## src/rtl/activation_pkg.sv

```systemverilog
// activation_pkg
//   Shared Q4.12 activation types and the piecewise-linear tanh breakpoints.
//   The forward tanh unit and the inverse (atanh) units both use these, so the
//   two stay exact inverses of each other.
//   Contents:
//     q4_12_t  signed 16-bit Q4.12 value
//     seg_e    linear segment of the tanh curve (or SAT when not invertible)
//     Q_*      breakpoint / offset constants in Q4.12
//     seg_of() magnitude -> segment classification
package activation_pkg;

    typedef logic signed [15:0] q4_12_t;

    typedef enum logic [1:0] {
        SEG0,
        SEG1,
        SEG2,
        SAT
    } seg_e;

    localparam logic [15:0] Q_0P25 = 16'h0400;
    localparam logic [15:0] Q_0P5  = 16'h0800;
    localparam logic [15:0] Q_0P7  = 16'h0B33;
    localparam logic [15:0] Q_0P85 = 16'h0D99;
    localparam logic [15:0] Q_1P0  = 16'h1000;

    // Segment of an activation magnitude. Anything at or above 1.0 lies
    // outside the range of the forward function and cannot be inverted.
    function automatic seg_e seg_of(input logic [15:0] a);
        if (a < Q_0P5)
            return SEG0;
        else if (a < Q_0P85)
            return SEG1;
        else if (a < Q_1P0)
            return SEG2;
        else
            return SAT;
    endfunction

endpackage

```

## src/rtl/atanh_pwl_core.sv

```systemverilog
// atanh_pwl_core
//   Combinational magnitude mapping of the inverse piecewise-linear tanh.
//   Takes an activation magnitude and its segment, returns the pre-activation
//   magnitude. Kept separate so a non-streamed inverse can reuse it.
//   Parameters:
//     SAT_VAL  magnitude returned for the SAT segment
//   Ports:
//     a    in   16  activation magnitude |y| (unsigned Q4.12)
//     seg  in   2   segment of a
//     m    out  16  pre-activation magnitude |x| (unsigned Q4.12)
module atanh_pwl_core
    import activation_pkg::*;
#(
    parameter logic [15:0] SAT_VAL = 16'h7FFF
) (
    input  logic [15:0] a,
    input  seg_e        seg,
    output logic [15:0] m
);

    logic [16:0] m_wide;

    // Clamp a 17-bit intermediate into 16 bits. Valid segment inputs never
    // exceed 0x2660, so this only matters if a and seg disagree.
    function automatic logic [15:0] clamp16(input logic [16:0] v);
        return v[16] ? 16'hFFFF : v[15:0];
    endfunction

    // Each segment undoes the forward slope: SEG0 has slope 1, SEG1 slope 1/2
    // about 0.25, SEG2 slope 1/8 about 0.7.
    always_comb begin
        m_wide = 17'd0;
        case (seg)
            SEG0:    m_wide = {1'b0, a};
            SEG1:    m_wide = ({1'b0, a} - {1'b0, Q_0P25}) << 1;
            SEG2:    m_wide = ({1'b0, a} - {1'b0, Q_0P7}) << 3;
            default: m_wide = {1'b0, SAT_VAL};
        endcase
        m = clamp16(m_wide);
    end

endmodule

```

## src/rtl/atanh_pwl_stream.sv

```systemverilog
// atanh_pwl_stream
//   Streaming inverse of the piecewise-linear tanh activation. Maps a Q4.12
//   activation y back to its Q4.12 pre-activation x through a two-stage
//   valid/ready pipeline (stage 1: sign/magnitude/segment, stage 2: mapped
//   value with sign restored).
//   Parameters:
//     PIPE_BYPASS  1 makes stage 2 combinational (latency 1 instead of 2)
//     SAT_VAL      output magnitude when |y| >= 1.0
//   Optional feature (macro ATANH_SAT_CNT_EN):
//     adds the sat_count port, a saturating count of saturated output beats.
//   Ports:
//     clk        in   1   clock
//     rst_n      in   1   asynchronous active-low reset
//     in_valid   in   1   input beat valid
//     in_ready   out  1   input beat can be accepted
//     in_data    in   16  signed Q4.12 activation y
//     out_valid  out  1   output beat valid
//     out_ready  in   1   downstream accepts output beat
//     out_data   out  16  signed Q4.12 pre-activation x
//     out_sat    out  1   this beat was saturated
//     sat_count  out  16  saturated-beat count (ATANH_SAT_CNT_EN only)
module atanh_pwl_stream
    import activation_pkg::*;
#(
    parameter int          PIPE_BYPASS = 0,
    parameter logic [15:0] SAT_VAL     = 16'h7FFF
) (
    input  logic        clk,
    input  logic        rst_n,
    input  logic        in_valid,
    output logic        in_ready,
    input  q4_12_t      in_data,
    output logic        out_valid,
    input  logic        out_ready,
    output q4_12_t      out_data,
    output logic        out_sat
`ifdef ATANH_SAT_CNT_EN
    ,
    output logic [15:0] sat_count
`endif
);

    // Magnitude of a Q4.12 value; -1.0*8 (0x8000) stays 0x8000 and so falls
    // into the SAT segment.
    function automatic logic [15:0] mag16(input q4_12_t v);
        logic [15:0] u;
        u = v;
        return v[15] ? (~u + 16'd1) : u;
    endfunction

    // Reapply the sign; a zero magnitude gives zero either way.
    function automatic q4_12_t apply_sign(input logic sign, input logic [15:0] m);
        return sign ? q4_12_t'(~m + 16'd1) : q4_12_t'(m);
    endfunction

    logic [15:0] a_c;
    seg_e        seg_c;

    logic        vld_p1;
    logic        sign_p1;
    logic        sat_p1;
    logic [15:0] a_p1;
    seg_e        seg_p1;
    logic [15:0] m_p1;

    logic        adv_p1;
    logic        adv_p2;

    assign a_c   = mag16(in_data);
    assign seg_c = seg_of(a_c);

    // Stage 2 (or the output, when bypassed) can take a beat whenever the
    // output slot is empty or being drained this cycle.
    assign adv_p2   = !out_valid || out_ready;
    assign adv_p1   = !vld_p1 || adv_p2;
    assign in_ready = adv_p1;

    // ---- stage 1: sign, magnitude, segment ----
    always_ff @(posedge clk or negedge rst_n) begin
        if (!rst_n) begin
            vld_p1  <= 1'b0;
            sign_p1 <= 1'b0;
            sat_p1  <= 1'b0;
            a_p1    <= 16'd0;
            seg_p1  <= SEG0;
        end else if (adv_p1) begin
            vld_p1 <= in_valid;
            if (in_valid) begin
                sign_p1 <= in_data[15];
                sat_p1  <= (seg_c == SAT);
                a_p1    <= a_c;
                seg_p1  <= seg_c;
            end
        end
    end

    atanh_pwl_core #(
        .SAT_VAL (SAT_VAL)
    ) u_core (
        .a   (a_p1),
        .seg (seg_p1),
        .m   (m_p1)
    );

    // ---- stage 2: mapped value with sign restored ----
    generate
        if (PIPE_BYPASS != 0) begin : g_bypass
            assign out_valid = vld_p1;
            assign out_data  = apply_sign(sign_p1, m_p1);
            assign out_sat   = sat_p1;
        end else begin : g_reg
            logic   vld_p2;
            q4_12_t data_p2;
            logic   sat_p2;

            always_ff @(posedge clk or negedge rst_n) begin
                if (!rst_n) begin
                    vld_p2  <= 1'b0;
                    data_p2 <= '0;
                    sat_p2  <= 1'b0;
                end else if (adv_p2) begin
                    vld_p2 <= vld_p1;
                    if (vld_p1) begin
                        data_p2 <= apply_sign(sign_p1, m_p1);
                        sat_p2  <= sat_p1;
                    end
                end
            end

            assign out_valid = vld_p2;
            assign out_data  = data_p2;
            assign out_sat   = sat_p2;
        end
    endgenerate

`ifdef ATANH_SAT_CNT_EN
    // ---- saturated-beat counter, sticks at all-ones ----
    always_ff @(posedge clk or negedge rst_n) begin
        if (!rst_n) begin
            sat_count <= 16'd0;
        end else if (out_valid && out_ready && out_sat && (sat_count != 16'hFFFF)) begin
            sat_count <= sat_count + 16'd1;
        end
    end
`endif

endmodule

```

## config.mk

```make
export PLATFORM = sky130hd
export DESIGN_NAME = atanh_pwl_stream
export DESIGN_NICKNAME = d
export VERILOG_FILES = /design/src/rtl/activation_pkg.sv /design/src/rtl/atanh_pwl_core.sv /design/src/rtl/atanh_pwl_stream.sv
export SDC_FILE = /design/constraint.sdc
export NUM_CORES = 1
export LEC_CHECK = 0
export CAP_MARGIN = 30
export CORE_MARGIN = 5
export CORE_UTILIZATION = 54
export DETAILED_ROUTE_END_ITERATION = 8
export MAX_ROUTING_LAYER = met4
export PLACE_DENSITY = 0.9
export SETUP_SLACK_MARGIN = 0.02
export SLEW_MARGIN = 20
export SYNTH_ARGS = -nofsm -noshare
export SYNTH_HDL_FRONTEND = slang
export SYNTH_HIERARCHICAL = 1
export SYNTH_SLANG_ARGS = --single-unit
```

## constraint.sdc

```tcl
create_clock -name clk -period 6.2 [get_ports clk]
set_clock_uncertainty 0.1 [all_clocks]
set_input_delay 1.24 -clock clk [delete_from_list [all_inputs] [get_ports clk]]
set_output_delay 1.24 -clock clk [all_outputs]
set_load 0.005 [all_outputs]
```

==> metrics.md <==
| Metric | Value |
|---|---|
| Clock share of power | `23.9%` |
| Worst R2R Start | `a_p1[11]` |
| Post-CTS setup buffer count | `0` |
| Clk root buf | `clkbuf_8` |
| Async SR Flop Fraction | `100.0%` |
| Worst skew pair latency | `~0.29 ns` |
| Hold/Removal Path Class | `flip-flop to flip-flop` |
| Initial antenna violation count | `0` |
| I/O Buffers | `38` |
| Startpoint Class | `primary input` |
| Max Slew Vio Count | `0` |
| Post-Route WL | `6270 um` |
| Worst-Margin Slew | `0.8446 ns` |
| Critical path start-end classification | `primary input to primary output` |
| Power per Cell Area | `roughly 260 nW/um2` |
| Finished Layout Cells | `459` |
| Cell Area, Placed | `3364 um2` |
| Die H | `84.46 um` |
| Synth warn | `6` |
| Most area-consuming cells after synthesis | `dfrtp_1 (33%), o21ai_0 (7.9%), nand2_1 (6.6%)` |
| Aggregate global-route resource usage | `18.88%` |
| Synth top area share | `32.60%` |
| Post-route DRC | `0` |
| Via/cell ratio | `approximately 5.8` |
| CTS tree | `yes` |
| Max-cap violations | `0` |
| Fin crit share | `60.35%` |
| CTS Hold Bufs | `0` |
| Fin nets | `412` |
| Mapped Cells | `359` |
| Starting density of the core | `55.05%` |
| Worst slew margin | `43.56%` |
| Arrival @ worst endpoint | `2.40 ns` |
| Area Growth Syn to Fin | `16.97%` |
| Dominant synthesized flop cell | `dfrtp_1` |
| Antenna Cells | `0` |
| Clock-pin transition on the worst setup and hold timing paths | `0.07 ns` |
| First-pass detailed-route iteration total | `4` |
| Routability congestion estimate | `0.9268` |
| Psw | `0.0003004 W` |
| Internal power | `0.0006067 W` |
| Synth Net Count | `roughly 390` |
| GRT overflow | `0` |
| Sequential share of power | `between 40% and 50%` |
| Final setup viols | `0` |
| Post-DP HPWL | `around 4800 um` |
| Sw frac | `33.12%` |
| Seq cells post-synth | `39` |
| Mapped cell area | `2994 um2` |
| Synth cell types | `59` |
| I/O pins | `39` |
| Peak VDD IR | `between 0.1 and 0.15 mV` |
| Cells after DPL | `450` |
| First-pass GRT wire length | `between 10,000 and 15,000 um` |
| Vias in the first global route | `2,502` |
| Cell area after layout | `roughly 3500 um2` |
| Vias | `2,664` |
| Die Wd | `84.46 um` |
| Rows | `27` |
| Clk sinks | `39` |
| Largest net degree at the start of global routing | `40` |
| Clock Path Buffers | `2` |
| Final hold vios | `0` |
| H-tree Lvls | `2` |
| Part of the Yosys area used for sequential elements | `32.60%` |
| Pleak | `1.375 nW` |
| Post-route ant nets | `0` |
| Inserted Clock Buffers | `5` |
| Final Critical Period | `approximately 3.7 ns` |
| Syn Area/Cell | `8.340 um2` |
| Die ar. | `between 7000 and 8000 um2` |
| RSZ-0062 raised after global routing | `false` |
| EDFF count, synth | `0` |
| Comb power frac | `35.5%` |
| Outcome | `complete, no violations` |
| Filler cells | `472` |
| CP Max Fanout | `4` |
| Yosys top cell by area | `dfrtp_1` |
| Post-CTS Resized | `0` |
| TNS Setup | `0 ns` |
| Crit end category | `primary output` |
| Layout cells sized above 1 | `8.527%` |
| Core area | `around 5400 um2` |
| DR WL/cell | `~14 um` |
| Iter 0 DRT Violations | `184` |
| CP required | `between 4 and 5 ns` |
| Max Freq | `0.2673 GHz` |
| CP startpoint | `out_ready` |
| HP Start | `out_data[6]` |
-- cells in the mapped netlist, types with 4 or more instances --
cell type  number
mux2i_1         5
a211oi_1        5
ha_1            6
xor2_1         21
nor4_1          4
o21ai_0        47
o22ai_1         5
dfrtp_1        39
a2bb2oi_1       4
mux2_2          6
xnor2_1        13
nand2_1        53
clkbuf_1       14
a21oi_1         7
nor2_1         23
nand3_1         8
nor2b_1         6
nand4_1         8
nor3_1          8
o31ai_1         6
nand2b_1        8
inv_1           9
nand3b_1        4
-- sequential cells by signal, summed over array words and instances (netlist names) --
signal / flops
a_p1: 16
seg_p1: 2
out_sat: 1
out_valid: 1
sat_p1: 1
vld_p1: 1
sign_p1: 1
out_data: 16
-- cell usage in the layout, fill, tap and decap left out, types with 3 or more instances in the layout --
cell type,netlist,layout
xnor2_1,13,13
a211oi_1,5,5
xor2_1,21,21
inv_1,9,9
clkbuf_8,2,6
clkdlybuf4s50_1,0,37
nor2_1,23,23
nand3_1,8,8
or2_2,3,3
nor4_1,4,4
o22ai_1,5,5
or4_4,3,3
nor3_1,8,8
nand3b_1,4,4
nor2b_1,6,6
mux2_2,6,6
o31ai_1,6,6
nand2_1,53,53
nand2b_1,8,8
a2bb2oi_1,4,4
mux2i_1,5,5
ha_1,6,6
o21ai_0,47,47
dfrtp_1,39,39
nand4_1,8,8
a21oi_1,7,7
-- cells by family (layout without fill, tap and decap cells) --
| kind of cell | after synthesis | count (layout) | synth area share [%] |
|---|---|---|---|
| xor gates and xnor gates | 35 | 35 | 10.87 |
| DFF | 39 | 39 | 32.60 |
| AOI/OAI and AO/OA | 99 | 99 | 21.48 |
| buffers and inverters | 28 | 56 | 4.304 |
| and+or+nand+nor | 141 | 141 | 24.32 |
| muxes | 11 | 11 | 3.928 |
| adders and majority gates | 6 | 6 | 2.507 |
-- cell type report --
class                           count  area [um2]  area share [%]
Clock buffer                        6       82.58           2.358
Clock inverter                      2       35.03           1.000
Inverter                            9       33.78          0.9646
Multi-Input combinational cell    292        1889           53.95
Sequential cell                    39       975.9           27.87
Tap cell                           72       90.09           2.572
Timing Repair Buffer               39       395.4           11.29
-- final timing paths --
path	slack, ns	to	depth (start not counted)
min in group asynchronous	0.68	vld_p1	1
hold / removal	0.38	out_data[6]	2
setup reg to reg	2.51	out_data[15]	11
max in group asynchronous	4.89	a_p1[2]	2
setup / recovery	2.46	in_ready	3
hold reg to reg	0.38	out_data[6]	2
-- critical path, cell delays in order --
cell	delay [ns]
clkdlybuf4s50_1	0.47
nand3b_1	0.17
clkdlybuf4s50_1	0.53
-- power groups by stage --
stage	clock [W]	sequential, W	combinational (W)
floorplan	0	0.000353	0.000212
global placement	0	0.000370	0.000310
detailed placement	0	0.000374	0.000319
CTS	0.000223	0.000369	0.000321
global route	0.000233	0.000381	0.000359
finish	0.000217	0.000368	0.000322
-- layer usage --
layer	GRT usage, %	up-vias	routed length, um
li1	-	1357	-
met1	22.43	1226	2801
met2	32.07	69	3013
met3	3.533	12	314
met4	6.619	0	141
met5	-	-	0
-- through the flow --
step	total power, W	hold slack [ns]	worst slack [ns]	utilization, %
2_1_floorplan	0.0005646	0.3446	2.934	-
6_report	0.0009071	0.3783	2.458	64.39
3_5_place_dp	0.0006931	0.3697	2.446	61.86
5_1_grt	0.0009730	0.4245	2.164	64.39
3_3_place_gp	0.0006800	0.3604	2.476	61.86
4_1_cts	0.0009132	0.3871	2.450	64.02
No activity file was read; power rests on OpenSTA's default activity.
